$ cat src/rtl/mdio_ctrl.sv
// Clause 22 MDIO management master: one 64-bit read or write frame per accepted start,
// one MDIO bit per clk cycle, MDC derived from busy and the inverted system clock.
module mdio_ctrl (
  input  logic        clk,
  input  logic        reset,
  input  logic        start,
  input  logic        operation,
  input  logic [4:0]  phy_addr,
  input  logic [4:0]  reg_addr,
  input  logic [15:0] write_data,
  input  logic        mdio_in,
  output logic        mdio_out,
  output logic        mdio_oe,
  output logic        mdc,
  output logic [15:0] read_data,
  output logic        busy
);

  typedef enum logic [1:0] {StIdle, StHdr, StTa, StData} state_e;

  state_e      state_q, state_d;
  logic [5:0]  cnt_q, cnt_d;
  logic        op_q, op_d;
  logic [4:0]  phy_q, phy_d;
  logic [4:0]  reg_q, reg_d;
  logic [15:0] wdata_q, wdata_d;
  logic [15:0] shift_q, shift_d;
  logic [15:0] rdata_q, rdata_d;
  logic        accept;
  logic        last_bit;
  logic [63:0] frame;
  logic        frame_bit;

  assign last_bit = (state_q == StData) && (cnt_q == 6'd63);
  // The completing edge may also accept the next request, giving a zero idle gap.
  assign accept   = start && ((state_q == StIdle) || last_bit);

  always_comb begin
    state_d = state_q;
    cnt_d   = cnt_q;
    op_d    = op_q;
    phy_d   = phy_q;
    reg_d   = reg_q;
    wdata_d = wdata_q;
    shift_d = shift_q;
    rdata_d = rdata_q;

    unique case (state_q)
      StIdle: ;
      StHdr: begin
        cnt_d = cnt_q + 6'd1;
        if (cnt_q == 6'd45) state_d = StTa;
      end
      StTa: begin
        cnt_d = cnt_q + 6'd1;
        if (cnt_q == 6'd47) state_d = StData;
      end
      StData: begin
        if (op_q) shift_d = {shift_q[14:0], mdio_in};
        if (cnt_q == 6'd63) begin
          if (op_q) rdata_d = {shift_q[14:0], mdio_in};
          state_d = StIdle;
          cnt_d   = 6'd0;
        end else begin
          cnt_d = cnt_q + 6'd1;
        end
      end
      default: state_d = StIdle;
    endcase

    if (accept) begin
      state_d = StHdr;
      cnt_d   = 6'd0;
      op_d    = operation;
      phy_d   = phy_addr;
      reg_d   = reg_addr;
      wdata_d = write_data;
    end
  end

  always_ff @(posedge clk) begin
    if (!reset) begin
      state_q <= StIdle;
      cnt_q   <= 6'd0;
      op_q    <= 1'b0;
      phy_q   <= 5'd0;
      reg_q   <= 5'd0;
      wdata_q <= 16'd0;
      shift_q <= 16'd0;
      rdata_q <= 16'd0;
    end else begin
      state_q <= state_d;
      cnt_q   <= cnt_d;
      op_q    <= op_d;
      phy_q   <= phy_d;
      reg_q   <= reg_d;
      wdata_q <= wdata_d;
      shift_q <= shift_d;
      rdata_q <= rdata_d;
    end
  end

  // Bit k of the frame lives at frame[63-k].
  assign frame     = {32'hFFFF_FFFF, 2'b01, (op_q ? 2'b10 : 2'b01), phy_q, reg_q, 2'b10,
                      wdata_q};
  assign frame_bit = frame[6'd63 - cnt_q];

  assign busy      = (state_q != StIdle);
  assign mdio_oe   = busy && !(op_q && (cnt_q >= 6'd46));
  assign mdio_out  = mdio_oe && frame_bit;
  assign mdc       = busy && !clk;
  assign read_data = rdata_q;

endmodule

$ cat config.mk
export PLATFORM = sky130hd
export DESIGN_NAME = mdio_ctrl
export DESIGN_NICKNAME = d
export VERILOG_FILES = /design/src/rtl/mdio_ctrl.sv
export SDC_FILE = /design/constraint.sdc
export NUM_CORES = 1
export LEC_CHECK = 0
export BUFFER_PORTS_ARGS = -buffer_cell sky130_fd_sc_hd__buf_2
export CORE_MARGIN = 4
export CORE_UTILIZATION = 56
export DETAILED_ROUTE_END_ITERATION = 8
export GPL_TIMING_DRIVEN = 0
export PLACE_DENSITY_LB_ADDON = 0.25
export SLEW_MARGIN = 20
export SYNTH_ARGS = -nofsm -noshare
export SYNTH_HDL_FRONTEND = slang
export SYNTH_SLANG_ARGS = --single-unit
$ cat constraint.sdc
create_clock -name clk -period 2.2 [get_ports clk]
set_input_delay 0.22 -clock clk [delete_from_list [all_inputs] [get_ports clk]]
set_output_delay 0.22 -clock clk [all_outputs]
set_load 0.01 [all_outputs]
==> run metrics, run 1 <==
Post-Synth XOR/XNOR Area 1.12%; most frequent cells in the layout dfxtp_1 (65), buf_2 (53), nand2_1 (36); routability cong. 0.871; share of cells above drive strength 1 22.7%; Setup CP Type reg -> out; R2R cell count 6; Simple-Gate Fraction of Synth Area 17.5%; worst min path class in -> reg; commonest non-fill, non-tap cell in the layout dfxtp_1; Synth cell types 49; GRT Total Usage 23.1%; net count after synthesis 387; drt first-iter violations 187; Port Buffer Count 49; Pre-antenna DRT Iters 4; ys async rst share 0%; status finished, violations left; CTS tree done; Worst Tran Pin Value 0.488 ns; die height 82.9 µm; total wire length 7230 µm; WP data arrival 2.10 ns; violated checks negative setup slack; mux contribution to synthesized area 9.32%; Vias/cell 5.55; top cells by area, synth dfxtp_1 (42%), a21boi_1 (7.4%), mux2i_1 (6.7%); endpoints failing setup 1; Leak 1.55 nW; EDFF count, synth 0; final core occ 68.8%; initial antenna violation count 0; Initial Utilization 57.4%; post-synthesis cell area 3140 µm²; CTS clk-pin slew, worst paths 0.08 ns; startpoint types register; I/O Pins 51; largest family of logic cells by synthesized area compound AO/OA/AOI/OAI gates; post-route ant nets 0; Avg WL per Cell 14.8 µm; Slew HR 67.5%; Most used DFF post-synth dfxtp_1; Clock Skew 0.0116 ns; fin. max-slew vios 0; pwr dens 1030 nW/µm²; Post-Synth Adder-Cell Area 3.19%; crit path max fanout 6; Compound-Gate Fraction of Synth Area 21.1%; P&R area growth vs syn 19.9%; Core Region 5470 µm²; ant diodes 0; hold_buf cts 0; # rows 27; Max Fclk 0.431 GHz; Synth area leader dfxtp_1; Gate Count Post-Synth 348; Tcrit/Tclk final 105%; Worst setup EP type output port; Syn. warnings 0; FF-to-FF Start state_q[1]$_SDFFE_PP0P_; Reg2Reg Capture Point reg_q[4]$_SDFFE_PN0P_; Congestion Overflow GR 0; Nets 449; Die X 82.9 µm; flop2flop setup slack 0.16 ns; Post-CTS Setup Bufs 0; first-pass GRT wire length 12800 µm; RSZ-0062 raised after global routing true; crit path from cnt_q[1]$_SDFFE_PP0P_; share of the synthesized area in the top cell type 42.1%; synthesis-stage register bit count 66; Clock Latency Late Sink 0.46 ns; total power 0.00386 W; worst IR drop on VDD 0.753 mV; DRC 0; Vias 2705; setup ws final -0.118 ns; CP required 1.98 ns; post-detail-place hpwl 5090 µm; die area 6870 µm²; CP Capture Point mdio_out; syn avg cell area 9.03 µm²; vias in the first global route 2721; clock period minus worst slack 2.32 ns; Seq/Total Area, Yosys 42.1%; endpoints failing hold 0; Max-Cap Viols 0; largest net degree at the start of global routing 13
report_power, final:
group	total, W	internal (W)	switching, W
Sequential	0.00142	0.00132	0.0000974
Clock	0.00141	0.000879	0.000529
Combinational	0.00104	0.000429	0.000608
Total	0.00386	0.00263	0.00123
metrics by stage:
step / hold slack, ns / cell area [µm²] / instances / setup WS, ns / setup TNS [ns]
6_report: 0.0102 / 3770 / 487 / -0.118 / -0.118
5_1_grt: 0.000159 / 3770 / 487 / -0.190 / -0.190
4_1_cts: 0.00149 / 3770 / 487 / -0.121 / -0.121
3_5_place_dp: 0.356 / 3480 / 469 / 0.206 / 0
3_3_place_gp: 0.356 / 3480 / 469 / 0.217 / 0
2_1_floorplan: 0.263 / 3140 / 348 / 0.408 / 0
cell type report:
class | instances | area [µm²]
Clock inverter | 7 | 116
Buffer | 27 | 136
Timing Repair Buffer | 48 | 240
Multi-Input combinational cell | 243 | 1650
Fill cell | 471 | 1710
Clock buffer | 13 | 170
Sequential cell | 66 | 1330
Inverter | 11 | 41.3
Tap cell | 72 | 90.1
cell usage after synthesis, types with 4 or more instances:
library cell and number:
nand2_1 36, mux2i_1 21, buf_2 4, buf_4 6, clkbuf_1 15, nor2b_1 18, nor2_1 11, a21boi_1 31
a21oi_1 4, nand3_1 30, o21ai_0 27, inv_1 10, dfxtp_1 66, ha_1 8, a21boi_0 11, xnor2_1 4
per-layer routing:
metal | routed length, µm | part of all wire, % | track usage (%)
met1 | 3460 | 48 | 30.1
met2 | 3280 | 45 | 34.3
met4 | 176 | 2.4 | 14.0
met5 | 0 | 0 | 0
met3 | 321 | 4.4 | 5.65
logic make-up (layout without fill, tap and decap cells):
logic type	Yosys count	in the layout
DFF	66	66
buffers and inverters	39	106
xor gates and xnor gates	4	4
muxes	25	25
AOI/OAI and AO/OA	96	96
adders and majority gates	8	8
and+or+nand+nor	110	110
registers in the layout, indices dropped and copies added, names as in the netlist:
signal,flops
read_data,16
shift_q,15
op_q,1
phy_q,5
state_q,2
wdata_q,16
reg_q,5
cnt_q,6
worst max-delay path: stages (launching register included):
cell and delay, ns:
dfxtp_4 0.41, mux4_2 0.53, and3_4 0.19, o41ai_2 0.27, a41oi_1 0.09, buf_2 0.17
timing repair:
item	in CTS	in global routing
gates resized for setup	5	0
setup endpoints to repair	1	1
pin swaps	2	0
how the worst min path moves through the flow:
stage                             start                       to  slack (ns)  depth (start not counted)
after floorplan                     clk                      mdc        0.26                          1
after global placement              clk                      mdc        0.36                          2
after detailed placement            clk                      mdc        0.36                          2
after CTS                 write_data[6]  wdata_q[6]$_SDFFE_PN0P_       0.001                          3
after global routing      write_data[6]  wdata_q[6]$_SDFFE_PN0P_      0.0002                          3
final                       phy_addr[0]    phy_q[0]$_SDFFE_PN0P_        0.01                          3
Power figures use the tool's default switching activity.
==> inputs of run 2 (changes only) <==
BUFFER_PORTS_ARGS = unset   (was -buffer_cell sky130_fd_sc_hd__buf_2)
CORE_UTILIZATION = 60   (was 56)
DONT_BUFFER_PORTS = 1   (was unset)
==> run 2 against run 1 <==
  * The run now ends clean
  * Sequential cell count unchanged
  * Final cell count is 4.7% lower
  * Critical path depth is 1 lower
  * Sequential share of layout area fell by 0.26 points
  * Global-route usage rose by 1.5 points
  * Register-to-register slack better by 0.09 ns
  * Worst setup slack improved by 0.12 ns
  * Clock skew is 0.0056 ns lower
==> run metrics, run 2 (synthesized netlist as in run 1, its figures left out) <==
Core Region 5110 µm² (-6.7%); Max-Cap Viols 0 (unchanged); crit path max fanout 6 (unchanged); R2R cell count 7 (+1); ant diodes 0 (unchanged); CP delay by family, top compound AO/OA/AOI/OAI gates; Vias/cell 5.75 (+3.6%); post-detail-place hpwl 5050 µm (-0.79%); most frequent cells in the layout dfxtp_1 (64), nand2_1 (36), a21boi_1 (31); first-pass GRT wire length 12200 µm (-5.1%); Setup WS pre-CTS 0.0871 ns (-0.119 ns); clock period minus worst slack 2.20 ns (-0.123 ns); final core occ 74.4% (+5.5 points); endpoints failing setup 0 (-1); initial antenna violation count 0 (unchanged); Tcrit/Tclk final 99.8% (-5.6 points); share of cells above drive strength 1 12.4% (-10 points); drt first-iter violations 262 (+40%); DRC 0 (unchanged); crit path cell chain mux4_2 > a32o_1 > o41ai_4 > a41oi_2; WP depth 4 (-1); Die X 80.4 µm (-3.1%); FF-to-FF Start state_q[1]$_SDFFE_PP0P_; endpoints failing hold 0 (unchanged); vias in the first global route 2595 (-4.6%); die area 6460 µm² (-6.0%); fin. max-slew vios 0 (unchanged); routability cong. 0.932 (+7.0%); Congestion Overflow GR 0 (unchanged); routing usage on met2 36.5% (+2.2 points); Post-CTS Setup Bufs 0 (unchanged); WP buf/inv 0 (-1); total power 0.00370 W (-4.1%); CTS clk-pin slew, worst paths 0.07 ns (about the same); worst min path class in -> reg; Nets 428 (-4.7%); largest net degree at the start of global routing 13 (unchanged); Worst setup EP type output port; die height 80.4 µm (-3.1%); Pre-antenna DRT Iters 4 (unchanged); startpoint types register; commonest non-fill, non-tap cell in the layout dfxtp_1; # rows 26 (-3.7%); GRT Total Usage 24.6% (+1.5 points); Port Buffer Count 0 (-100%); crit path from cnt_q[1]$_SDFFE_PP0P_; Slew HR 64.7% (-2.7 points); Initial Utilization 61.5% (+4.1 points); Max Fclk 0.456 GHz (+5.6%); Clock Latency Late Sink 0.45 ns (about the same); total wire length 7390 µm (+2.2%); M1 GR Usage 32.8% (+2.7 points); P&R area growth vs syn 20.9%; pwr dens 975 nW/µm² (-4.9%); RSZ-0062 raised after global routing true; Cells on Worst Hold Path 3 (unchanged); slowest stage cell on the critical path mux4_2; CP required 1.98 ns (about the same); Clock Skew 0.00595 ns (-0.00564 ns); max incr delay on CP 0.50 ns (-0.03 ns); Setup CP Type reg -> out; WP data arrival 1.98 ns (-0.12 ns); setup ws final 0.00471 ns (+0.123 ns); worst IR drop on VDD 0.603 mV (-20%); GR peak layer met2; status completed; Avg WL per Cell 15.9 µm (+7.3%); post-route ant nets 0 (unchanged); routing usage on met3 6.61% (+0.96 points); hold path startpoint start; Leak 1.42 nW (-8.2%); # fillers 398 (-15%); CTS tree done; Vias 2669 (-1.3%); Worst Tran Pin Value 0.529 ns (+0.0411 ns); I/O Pins 51 (unchanged)
[run 2: area by class of cell]
cell class / count / area, µm² / share of cell area [%]
Timing Repair Buffer: 28 / 280 / 7.38
Buffer: 27 / 140 / 3.69
Sequential cell: 66 / 1330 / 34.9
Tap cell: 70 / 87.6 / 2.31
Inverter: 11 / 41.3 / 1.09
Clock buffer: 13 / 179 / 4.71
Multi-Input combinational cell: 243 / 1680 / 44.2
Clock inverter: 6 / 66.3 / 1.75
[run 2: metal layers]
metal  up-vias  share of wire [%]
met5         -                  0
met4         0                1.9
met3        14                6.0
met2        81                 46
met1      1273                 46
li1       1301                  -
[run 2: path summary, 6_finish.rpt]
path	endpoint	slack [ns]
min reg2reg	shift_q[5]$_SDFFE_PN0P_	0.47
max	mdio_out	0.005
min	wdata_q[9]$_SDFFE_PN0P_	0.1
max reg2reg	wdata_q[1]$_SDFFE_PN0P_	0.25
[run 2: tightest hold or removal path, cell delays in order]
cell	delay, ns
inv_2	0.06
o21ai_0	0.15
a21boi_0	0.07
[run 2: metrics by stage]
stage	hold slack (ns)	TNS (ns)	instances	instance area [µm²]
finish	0.0988	0	464	3800
floorplan	0.263	0	348	3140
CTS	0.0842	-0.00733	464	3780
global route	0.117	-0.0460	464	3800
detailed placement	0.263	0	418	3230
global placement	0.263	0	418	3230
[run 2: what timing repair did]
| item | 4_1_cts | 5_1_grt |
|---|---|---|
| hold buffers | 28 | 0 |
| endpoints found under the setup margin | 1 | 4 |
| resized for setup | 8 | 6 |
| endpoints found under the hold margin | 29 | 0 |
[run 2: power by group]
part           total (W)  internal, W  switching, W  leakage [nW]
Combinational    0.00109     0.000452      0.000636         0.767
Clock            0.00120     0.000672      0.000525         0.118
Sequential       0.00142      0.00132     0.0000985         0.537
==> inputs of run 3 (changes only) <==
CORE_ASPECT_RATIO = 0.5   (was unset)
CORE_UTILIZATION = 57   (was 60)
clock period = 1.8 ns   (was 2.2 ns; I/O delays follow)
==> run 3 against run 2 <==
  * The run now ends with negative setup slack left
  * Sequential cell count did not move
  * Global-route usage shrank 0.13 points
  * Via count rose by 0.41%
  * Hold slack got worse by 0.046 ns
  * Core utilization up 0.71 points
  * Critical path type unchanged
  * Non-clock buffer count grew 2
  * Sequential share of layout area shrank 0.20 points
  * Clock power up 21%
  * Highest routed layer unchanged
==> run metrics, run 3 (synthesized netlist as in run 1, its figures left out) <==
status finished, violations left; violated checks negative setup slack; hold path startpoint start; hold slack 0.0524 ns (-0.0464 ns); Vias/cell 5.75 (about the same); slowest stage cell on the critical path mux4_2; crit path from cnt_q[1]$_SDFFE_PP0P_; Max-Cap Viols 0 (unchanged); Clock Latency Late Sink 0.46 ns (about the same); max incr delay on CP 0.52 ns (+0.02 ns); drt first-iter violations 198 (-24%); largest net degree at the start of global routing 13 (unchanged); Max Fclk 0.459 GHz; CTS tree done; initial antenna violation count 0 (unchanged); endpoints failing hold 0 (unchanged); post-route ant nets 0 (unchanged); startpoint types register; Setup CP Type reg -> out; first-pass GRT wire length 12800 µm (+5.4%); endpoints failing setup 1 (+1); clock period minus worst slack 2.18 ns; Leak 1.44 nW (+1.3%); CP required 1.62 ns (-0.36 ns); I/O Pins 51 (unchanged); worst min path class in -> reg; Slew HR 66.7% (+2.0 points); CTS clk-pin slew, worst paths 0.07 ns (about the same); commonest non-fill, non-tap cell in the layout dfxtp_1; share of cells above drive strength 1 14.1% (+1.7 points); routability cong. 0.947 (+1.6%); Tcrit/Tclk final 121%; RSZ-0062 raised after global routing true; total wire length 7640 µm (+3.4%); Worst Tran Pin Value 0.499 ns (-0.0301 ns); GRT Total Usage 24.4% (-0.13 points); die area 6840 µm² (+5.9%); post-detail-place hpwl 5200 µm (+3.0%); Port Buffer Count 0 (unchanged); Core Region 5110 µm² (about the same); ant diodes 0 (unchanged); Avg WL per Cell 16.4 µm (+2.9%); DRC 0 (unchanged); pwr dens 1190 nW/µm² (+22%); Die X 113 µm (+41%); Vias 2680 (+0.41%); Nets 430 (+0.47%); P&R area growth vs syn 22.1%; Pre-antenna DRT Iters 5 (+1); Initial Utilization 61.5% (about the same); die height 60.5 µm (-25%); final core occ 75.1% (+0.71 points); Congestion Overflow GR 0 (unchanged); Worst setup EP type output port; worst IR drop on VDD 0.734 mV (+22%); Clock Skew 0.00387 ns (-0.00208 ns); fin. max-slew vios 0 (unchanged); WP data arrival 2.00 ns (+0.02 ns); crit path cell chain mux4_2 > a32o_2 > o41ai_4 > a41oi_2; most frequent cells in the layout dfxtp_1 (61), nand2_1 (36), a21boi_1 (31); crit path max fanout 6 (unchanged); # rows 18 (-31%); vias in the first global route 2701 (+4.1%); setup ws final -0.378 ns (-0.383 ns); FF-to-FF Start state_q[0]$_SDFFE_PN0P_
[run 3: final cells by class]
cell class,count,area [µm²]
clock inverters,6,66.3
plain buffers,28,151
repair buffers,29,288
multi-input cells,243,1690
clock buffers,13,179
well taps,70,87.6
inverters,11,41.3
fillers,383,1270
flip-flops and latches,66,1330
[run 3: path summary, 6_finish.rpt]
| kind | endpoint | slack (ns) | cells past startpoint |
|---|---|---|---|
| hold / removal | wdata_q[10]$_SDFFE_PN0P_ | 0.05 | 3 |
| setup / recovery | mdio_out | -0.38 | 4 |
| setup reg to reg | wdata_q[3]$_SDFFE_PN0P_ | 0.08 | 8 |
| hold reg to reg | shift_q[8]$_SDFFE_PN0P_ | 0.47 | 2 |
[run 3: repair_timing]
action | CTS | global route
setup buffers | 0 | 1
hold buffers | 28 | 0
resized for setup | 13 | 14
endpoints found under the hold margin | 29 | 0
pin swaps | 0 | 2
endpoints found under the setup margin | 29 | 23
[run 3: critical path: cells and delay by family (launching register included)]
kind / cells / cell delay, ns
muxes: 1 / 0.52
AOI/OAI and AO/OA: 3 / 0.62
DFF: 1 / 0.40
[run 3: per-layer routing]
layer | vias to the layer above | track usage [%] | part of all wire (%)
li1 | 1304 | - | -
met4 | 0 | 8.90 | 1.2
met1 | 1270 | 28.7 | 45
met3 | 14 | 11.1 | 8.0
met5 | - | 0 | 0
met2 | 92 | 40.6 | 45
[run 3: metrics by stage]
stage                     total power (W)  instances  TNS [ns]  instance area, µm²  worst slack (ns)
after floorplan                   0.00267        348         0                3140            0.0478
after global placement            0.00291        418    -0.634                3230            -0.277
after detailed placement          0.00295        418     -1.45                3230            -0.304
after CTS                         0.00452        465    -0.405                3790            -0.405
after global routing              0.00482        466    -0.450                3840            -0.444
final                             0.00458        466    -0.378                3840            -0.378
[run 3: power by group]
group / switching [W] / internal (W) / total [W]
sequential: 0.000119 / 0.00162 / 0.00174
combinational: 0.000801 / 0.000586 / 0.00139
clock: 0.000634 / 0.000821 / 0.00145
